### src/rtl/clock_display_scan.sv
`default_nettype none
// ============================================================================
// Module      : clock_display_scan
// Description : Six-digit multiplexed HH:MM:SS seven-segment driver with a
//               once-per-frame binary-to-BCD conversion (subtract-by-10 FSM).
// Revision    : 1.0 - initial release
// ============================================================================
module clock_display_scan #(
    parameter logic [15:0] SCAN_DIV = 16'd50000,
    parameter logic        LZ_BLANK = 1'b1
) (
    input  logic        clk,
    input  logic        rst,
    input  logic        enable,
    input  logic [15:0] sec,
    input  logic [15:0] min,
    input  logic [15:0] hour,
    output logic [6:0]  seg,
    output logic [5:0]  an,
    output logic        dp
);

    typedef enum logic [2:0] {
        ST_IDLE   = 3'd0,
        ST_LOAD   = 3'd1,
        ST_CONV_S = 3'd2,
        ST_CONV_M = 3'd3,
        ST_CONV_H = 3'd4,
        ST_COMMIT = 3'd5
    } state_t;

    localparam logic [15:0] c_div_last   = SCAN_DIV - 16'd1;
    localparam logic [6:0]  c_seg_dash   = 7'b0111111;
    localparam logic [6:0]  c_seg_blank  = 7'b1111111;

    state_t           r_state_q, r_state_d;
    logic [15:0]      r_prescale_q, r_prescale_d;
    logic [2:0]       r_idx_q, r_idx_d;
    logic             r_pend_q, r_pend_d;
    logic [2:0][15:0] r_val_q, r_val_d;
    logic [2:0][3:0]  r_tens_q, r_tens_d;
    logic [2:0][3:0]  r_ones_q, r_ones_d;
    logic [2:0]       r_oor_q, r_oor_d;
    logic [2:0][3:0]  r_disp_tens_q, r_disp_tens_d;
    logic [2:0][3:0]  r_disp_ones_q, r_disp_ones_d;
    logic [2:0]       r_disp_oor_q, r_disp_oor_d;
    logic [6:0]       r_seg_q, r_seg_d;
    logic [5:0]       r_an_q, r_an_d;
    logic             r_dp_q, r_dp_d;

    logic             w_wrap;
    logic             w_frame_evt;
    logic [1:0]       w_fld;
    logic             w_adv;
    logic [3:0]       w_dig;
    logic             w_dash;
    logic             w_blank;

    function automatic logic [6:0] f_seg(input logic [3:0] d);
        case (d)
            4'd0:    f_seg = 7'b1000000;
            4'd1:    f_seg = 7'b1111001;
            4'd2:    f_seg = 7'b0100100;
            4'd3:    f_seg = 7'b0110000;
            4'd4:    f_seg = 7'b0011001;
            4'd5:    f_seg = 7'b0010010;
            4'd6:    f_seg = 7'b0000010;
            4'd7:    f_seg = 7'b1111000;
            4'd8:    f_seg = 7'b0000000;
            4'd9:    f_seg = 7'b0010000;
            default: f_seg = c_seg_blank;
        endcase
    endfunction

    always_comb begin
        w_wrap       = (r_prescale_q == c_div_last);
        w_frame_evt  = w_wrap && (r_idx_q == 3'd5);
        r_prescale_d = w_wrap ? 16'd0 : r_prescale_q + 16'd1;
        r_idx_d      = r_idx_q;
        if (w_wrap) begin
            r_idx_d = (r_idx_q == 3'd5) ? 3'd0 : r_idx_q + 3'd1;
        end
    end

    // A frame start is latched so the one after reset (or any that lands
    // while busy) is not lost.
    always_comb begin
        r_state_d     = r_state_q;
        r_pend_d      = r_pend_q | w_frame_evt;
        r_val_d       = r_val_q;
        r_tens_d      = r_tens_q;
        r_ones_d      = r_ones_q;
        r_oor_d       = r_oor_q;
        r_disp_tens_d = r_disp_tens_q;
        r_disp_ones_d = r_disp_ones_q;
        r_disp_oor_d  = r_disp_oor_q;
        w_adv         = 1'b0;
        case (r_state_q)
            ST_CONV_M: w_fld = 2'd1;
            ST_CONV_H: w_fld = 2'd2;
            default:   w_fld = 2'd0;
        endcase

        case (r_state_q)
            ST_IDLE: begin
                if (r_pend_q || w_frame_evt) begin
                    r_pend_d  = 1'b0;
                    r_state_d = ST_LOAD;
                end
            end
            ST_LOAD: begin
                r_val_d   = {hour, min, sec};
                r_tens_d  = '0;
                r_ones_d  = '0;
                r_oor_d   = '0;
                r_state_d = ST_CONV_S;
            end
            ST_CONV_S, ST_CONV_M, ST_CONV_H: begin
                for (int f = 0; f < 3; f++) begin
                    if (2'(f) == w_fld) begin
                        if (r_val_q[f] > 16'd99) begin
                            r_oor_d[f] = 1'b1;
                            w_adv      = 1'b1;
                        end else if (r_val_q[f] >= 16'd10) begin
                            r_val_d[f]  = r_val_q[f] - 16'd10;
                            r_tens_d[f] = r_tens_q[f] + 4'd1;
                        end else begin
                            r_ones_d[f] = r_val_q[f][3:0];
                            w_adv       = 1'b1;
                        end
                    end
                end
                if (w_adv) begin
                    case (r_state_q)
                        ST_CONV_S: r_state_d = ST_CONV_M;
                        ST_CONV_M: r_state_d = ST_CONV_H;
                        default:   r_state_d = ST_COMMIT;
                    endcase
                end
            end
            ST_COMMIT: begin
                r_disp_tens_d = r_tens_q;
                r_disp_ones_d = r_ones_q;
                r_disp_oor_d  = r_oor_q;
                r_state_d     = ST_IDLE;
            end
            default: r_state_d = ST_IDLE;
        endcase
    end

    // Even indices carry ones digits, odd indices tens digits.
    always_comb begin
        w_dig   = r_disp_ones_q[0];
        w_dash  = r_disp_oor_q[0];
        w_blank = 1'b0;
        case (r_idx_q)
            3'd1: w_dig = r_disp_tens_q[0];
            3'd2: begin w_dig = r_disp_ones_q[1]; w_dash = r_disp_oor_q[1]; end
            3'd3: begin w_dig = r_disp_tens_q[1]; w_dash = r_disp_oor_q[1]; end
            3'd4: begin w_dig = r_disp_ones_q[2]; w_dash = r_disp_oor_q[2]; end
            3'd5: begin
                w_dig   = r_disp_tens_q[2];
                w_dash  = r_disp_oor_q[2];
                w_blank = LZ_BLANK && (r_disp_tens_q[2] == 4'd0) && !r_disp_oor_q[2];
            end
            default: ;
        endcase
        r_seg_d = w_dash ? c_seg_dash : (w_blank ? c_seg_blank : f_seg(w_dig));
        r_an_d  = ~(6'd1 << r_idx_q);
        r_dp_d  = !((r_idx_q == 3'd2) || (r_idx_q == 3'd4));
        if (!enable) begin
            r_seg_d = c_seg_blank;
            r_an_d  = 6'b111111;
            r_dp_d  = 1'b1;
        end
    end

    always_ff @(posedge clk) begin
        if (!rst) begin
            r_state_q     <= ST_IDLE;
            r_prescale_q  <= 16'd0;
            r_idx_q       <= 3'd0;
            r_pend_q      <= 1'b1;
            r_val_q       <= '0;
            r_tens_q      <= '0;
            r_ones_q      <= '0;
            r_oor_q       <= '0;
            r_disp_tens_q <= '0;
            r_disp_ones_q <= '0;
            r_disp_oor_q  <= '0;
            r_seg_q       <= c_seg_blank;
            r_an_q        <= 6'b111111;
            r_dp_q        <= 1'b1;
        end else begin
            r_state_q     <= r_state_d;
            r_prescale_q  <= r_prescale_d;
            r_idx_q       <= r_idx_d;
            r_pend_q      <= r_pend_d;
            r_val_q       <= r_val_d;
            r_tens_q      <= r_tens_d;
            r_ones_q      <= r_ones_d;
            r_oor_q       <= r_oor_d;
            r_disp_tens_q <= r_disp_tens_d;
            r_disp_ones_q <= r_disp_ones_d;
            r_disp_oor_q  <= r_disp_oor_d;
            r_seg_q       <= r_seg_d;
            r_an_q        <= r_an_d;
            r_dp_q        <= r_dp_d;
        end
    end

    assign seg = r_seg_q;
    assign an  = r_an_q;
    assign dp  = r_dp_q;

endmodule
`default_nettype wire

### config.mk
export PLATFORM = sky130hd
export DESIGN_NAME = clock_display_scan
export DESIGN_NICKNAME = d
export VERILOG_FILES = /design/src/rtl/clock_display_scan.sv
export SDC_FILE = /design/constraint.sdc
export NUM_CORES = 1
export LEC_CHECK = 0
export BUFFER_PORTS_ARGS = -buffer_cell sky130_fd_sc_hd__buf_2
export CORE_MARGIN = 2
export CORE_UTILIZATION = 30
export CTS_BUF_LIST = sky130_fd_sc_hd__clkbuf_4 sky130_fd_sc_hd__clkbuf_8
export CTS_CLUSTER_SIZE = 24
export DETAILED_ROUTE_END_ITERATION = 6
export PLACE_DENSITY = 0.44
export SETUP_SLACK_MARGIN = 0.5
export SYNTH_ARGS = -nofsm -noshare
export SYNTH_HDL_FRONTEND = slang
export SYNTH_SLANG_ARGS = --single-unit
export TNS_END_PERCENT = 50
### constraint.sdc
create_clock -name clk -period 5.5 [get_ports clk]
set_input_delay 0 -clock clk [delete_from_list [all_inputs] [get_ports clk]]
set_output_delay 0 -clock clk [all_outputs]
set_load 0.02 [all_outputs]
Word-level counts from Yosys, hierarchy flattened. Memories as Yosys holds them, arrays and structs flattened. Index checks and enable logic that the tools add are counted.

Register bits: 139. Bits in read-only memories: 112. Word-level logic and storage cells: 163. Input bits: 51. Output and inout port bits: 14. Memories: 1.

Reductions and logical operators: 26. Equal/unequal tests: 30. Shifts and indexed selects: 1. Add/sub/neg operators: 8. Order comparisons: 6. Bitwise logic cells: 4. Muxes and demuxes: 60.

Memory list: (no name shown) (depth 16, width 7, rd ports 1, clocked after Yosys merged registers in 0, wr ports 0, line 60) `case (d)`.

Operators with widths (count): $mux 16 (9); $pmux 48 s2 (1); $mux 4 (18); $ge 16x4->1 const B (3); $gt 16x7->1 const B (3); $pmux 12 s2 (2); $sub 16x4->16 const B (3); $ne 2x2->1 const B (17); $reduce_and 4->1 (6); $pmux 4 s5 (1); $mux 1 (19); $add 16x1->16 const B (1); $eq 16x16->1 const B (1); $mux 7 (2); $add 4x1->4 const B (3); $eq 3x2->1 const B (4); $eq 3x3->1 const B (4); $pmux 3 s2 (2); $mux 3 (3); $pmux 3 s3 (1); $reduce_and 3->1 (3); $eq 3x1->1 const B (2); $not 6->6 (1); $reduce_or 2->1 (3); other kinds (18) (23).

Longest topological paths before layout.
Word-level depth: 13. Mapped depth: 13. Depth with buffers taken out: 11.

Worst setup path before layout. Ideal clock, no wire load.

Path type: register to register. From: register r_idx_q[0]. To: register r_seg_q[6] (netlist: seg[6]). Clock period less this slack: 2.883 ns. Buffers on the path: 2. Stages on the path, launching flop included: 13. Data arrival time: 2.767 ns. Required time: 5.384 ns. Slack: 2.617 ns. Setup time: 0.116 ns. Cells stage by stage: dfxtp_1 clkbuf_1 clkbuf_1 and2_1 ha_1 nor2_1 o21a_1 o32ai_1 inv_1 ha_1 mux2i_1 nand3_1 a31o_2.

Word-level cells in the longest chain between the ends: 5. Elaborated cells on any way between the ends: 13. Classes of those cells: eq/ne: 5; mux: 5; reduce/logical: 2; memory: 1.

RTL lines: from (decl) (line 38) `logic [2:0] r_idx_q, r_idx_d;`; from (signal assigned) (line 197) `r_idx_q <= r_idx_d;`; $eq 3x3->1, or another cell as far along (line 156) `case (r_idx_q)`; $pmux 4 s5 (line 156); $mem_v2 16x7; $mux 7 (line 168) `r_seg_d = w_dash ? c_seg_dash : (w_blank ? c_seg_blank : f_seg(w_dig));`; $mux 7 * (line 168); to (signal assigned) (line 191) `r_seg_q <= c_seg_blank;`; to (signal assigned) (line 206) `r_seg_q <= r_seg_d;`; to (decl) (line 47) `logic [6:0] r_seg_q, r_seg_d;`.

Every way passes the cells marked *; elsewhere a longest branch is shown, timed or not. A chain may end at the register's enable or synchronous reset.

Worst setup path after layout. Same ends and word-level chain as after synthesis.

==> impl_metrics.env <==
export IMPL_root_buffer="clkbuf_8"
export IMPL_cp_arrival_ps=3740
export IMPL_synthFlopType="dfxtp_1"
export IMPL_ys_ff_latch=139
export IMPL_core_um2=22000
export IMPL_path_clk_slew_ps=80
export IMPL_antenna_cells=0
export IMPL_portBuffers=64
export IMPL_drt_wirelength_per_cell_um=14.7
export IMPL_slowest_delay_ps=770
export IMPL_areaGrowthSynthToFinish_pct=20.8
export IMPL_initial_core_util=0.308
export IMPL_hp_class="primary input to flop"
export IMPL_numCtsBuffers=17
export IMPL_post_cts_repair_setup_buffers=0
export IMPL_drive_gt1_frac=0.135
export IMPL_status="complete, no violations"
export IMPL_gp_congestion=0.771
export IMPL_drv_slew=0
export IMPL_crit_path_end_kind="flop"
export IMPL_cts_resized=0
export IMPL_num_rows=54
export IMPL_ys_types=68
export IMPL_syn_num_nets=899
export IMPL_finalHoldViolations=0
export IMPL_critPathSlowestCell="o32ai_1"
export IMPL_track_usage=0.154
export IMPL_max_freq_mhz=294
export IMPL_finalCritPeriodShare=0.619
export IMPL_vdd_drop_max_mv=0.236
export IMPL_period_needed_ps=3400
export IMPL_cpMostUsedCell="ha_1"
export IMPL_maxCapViolCount=0
export IMPL_syn_inst=835
export IMPL_netlist_area_um2=6770
export IMPL_grt_max_degree=71
export IMPL_die_w_um=154
export IMPL_nets=986
export IMPL_firstDrtPassIters=6
export IMPL_ios=65
export IMPL_clock_latency_ps=450
export IMPL_grt_pass1_vias=5757
export IMPL_final_setup_skew_ps=13.1
export IMPL_clockBufferDepth=2
export IMPL_die_area_um2=23800
export IMPL_cellPowerDensity_nw_per_um2=458
export IMPL_leakage_nw=3.06
export IMPL_dp_hpwl_mm=12.1
export IMPL_setup_viol=0
export IMPL_drc=0
export IMPL_grt_pass1_wl_mm=29.7
export IMPL_critical_path_class="flop to flop"
export IMPL_htree_levels=4
export IMPL_rsz0062_at_grt="false"
export IMPL_yosys_warnings=0
export IMPL_critical_path_max_fanout=17
export IMPL_cts_tree="done"
export IMPL_critPathRequiredTime_ps=5840
export IMPL_die_h_um=154
export IMPL_async_flop_share=0
export IMPL_antenna_left=0
export IMPL_via_per_inst=4.95
export IMPL_routed_wl_mm=17.9
export IMPL_timing_setup_tns_ps=0
export IMPL_clock_sinks=139
export IMPL_overflow=0
export IMPL_n_fill_cell=2345
export IMPL_synth_edff_count=0
export IMPL_startpoint_type="flop"
export IMPL_avgSynthCellArea_um2=8.11
export IMPL_antenna_found_initial=0
export IMPL_ys_seq_area_frac=0.411
export IMPL_slew_headroom=0.336
export IMPL_vias=6011
export IMPL_whs_ps=35.2
export IMPL_first_iter_violations=281
export IMPL_ctsHoldBuffers=47
export IMPL_tightest_slew_ps=995
export IMPL_path_cells="and2_1 > ha_1 > nor2_1 > o21a_1 > o32ai_1 > inv_1 > ha_1 > mux2i_1 > nand3_1 > a31o_2"
-- where the power goes --
group / internal [mW] / switching [mW] / leakage (nW) / total, mW
Sequential: 1.17 / 0.191 / 1.13 / 1.36
Clock: 0.461 / 0.433 / 0.193 / 0.894
Combinational: 0.534 / 0.952 / 1.74 / 1.49
Total: 2.17 / 1.58 / 3.06 / 3.74
-- critical path: cells and delay by family (launching register included) --
kind / cells / cell delay, ps
AO/OA/AOI/OAI: 3 / 1210
adder cells (fa/ha/maj): 2 / 680
multiplexers: 1 / 130
flip-flops: 1 / 690
buffers and inverters: 1 / 150
AND/OR/NAND/NOR: 3 / 420
-- cells in the final DEF, fill, tap and decap left out, types with 9 or more instances in the layout --
cell / count
inv_1: 18
ha_1: 13
mux2i_1: 12
nand2b_1: 9
dlygate4sd3_1: 47
xor2_1: 15
a21boi_0: 48
and2_1: 21
a21oi_1: 29
nand3_1: 36
o21ai_0: 46
nor2b_1: 17
clkbuf_8: 18
nor2_1: 64
nand2_1: 162
buf_2: 64
dfxtp_1: 139
nor3_1: 10
-- per-layer routing --
layer,GRT usage,part of all wire,routed length (um)
met1,0.220,0.52,9270
met2,0.237,0.44,7850
met3,0.0275,0.029,515
met4,0.0476,0.012,221
met5,0,0,0
-- final timing paths --
check / start / end / slack [ps] / cells after the start
max: r_idx_q[0] / seg[6] / 2100 / 10
min: hour[9] / r_val_q[41] / 40 / 4
max reg2reg: r_idx_q[0] / seg[6] / 2100 / 10
min reg2reg: r_ones_q[8] / r_disp_ones_q[8] / 460 / 2
-- cell families after synthesis --
logic type      synth area share
flops                      0.411
xor+xnor                  0.0285
simple gates               0.265
compound gates             0.214
mux                       0.0194
fa+ha+maj                 0.0240
buf+inv                   0.0383
-- synthesized netlist by cell type (5+ instances only) --
cell      count  area, um^2
nand2_1     162         608
dfxtp_1     139        2780
nor2_1       65         244
a21boi_0     48         360
o21ai_0      46         230
clkbuf_1     36         135
nand3_1      36         180
a21oi_1      29         145
and2_1       21         131
inv_1        18        67.6
nor2b_1      17         106
xor2_1       15         131
ha_1         13         163
mux2i_1      12         120
nor3_1       10        50.1
nand2b_1      9        56.3
and3_1        8        50.1
nand4_1       8        50.1
o31ai_1       8        60.1
a22oi_1       7        52.6
o22ai_1       7        43.8
xnor2_1       7        61.3
buf_2         6        30.0
o221a_2       6        67.6
o41ai_1       6        52.6
or3_1         6        37.5
nor3b_1       5        37.5
nor4_1        5        31.3
o211ai_1      5        37.5
or4_1         5        37.5
-- per-stage QoR --
stage | instances | setup WS (ps) | instance area [um^2] | util | power, mW
floorplan | 835 | 2620 | 6770 | - | 2.46
global placement | 1136 | 2190 | 7290 | 0.332 | 2.87
detailed placement | 1136 | 2150 | 7290 | 0.332 | 2.86
CTS | 1215 | 2120 | 8180 | 0.372 | 3.79
global route | 1215 | 1740 | 8180 | 0.372 | 4.04
finish | 1215 | 2100 | 8180 | 0.372 | 3.74
-- layout make-up --
type	instances	area (um^2)	area share
Clock buffer	18	248	0.0303
Clock inverter	14	171	0.0210
Inverter	18	67.6	0.00826
Multi-Input combinational cell	631	3740	0.457
Sequential cell	139	2780	0.340
Tap cell	280	350	0.0428
Timing Repair Buffer	115	821	0.100
-- state kept, by name, indices dropped and copies added (netlist names), 6 cells and up --
register       cells
r_disp_ones_q     12
r_prescale_q      16
r_tens_q          12
r_val_q           48
r_disp_tens_q     12
an                 6
seg                7
r_ones_q          12
Note: power is estimated with default switching activity, not from simulation.
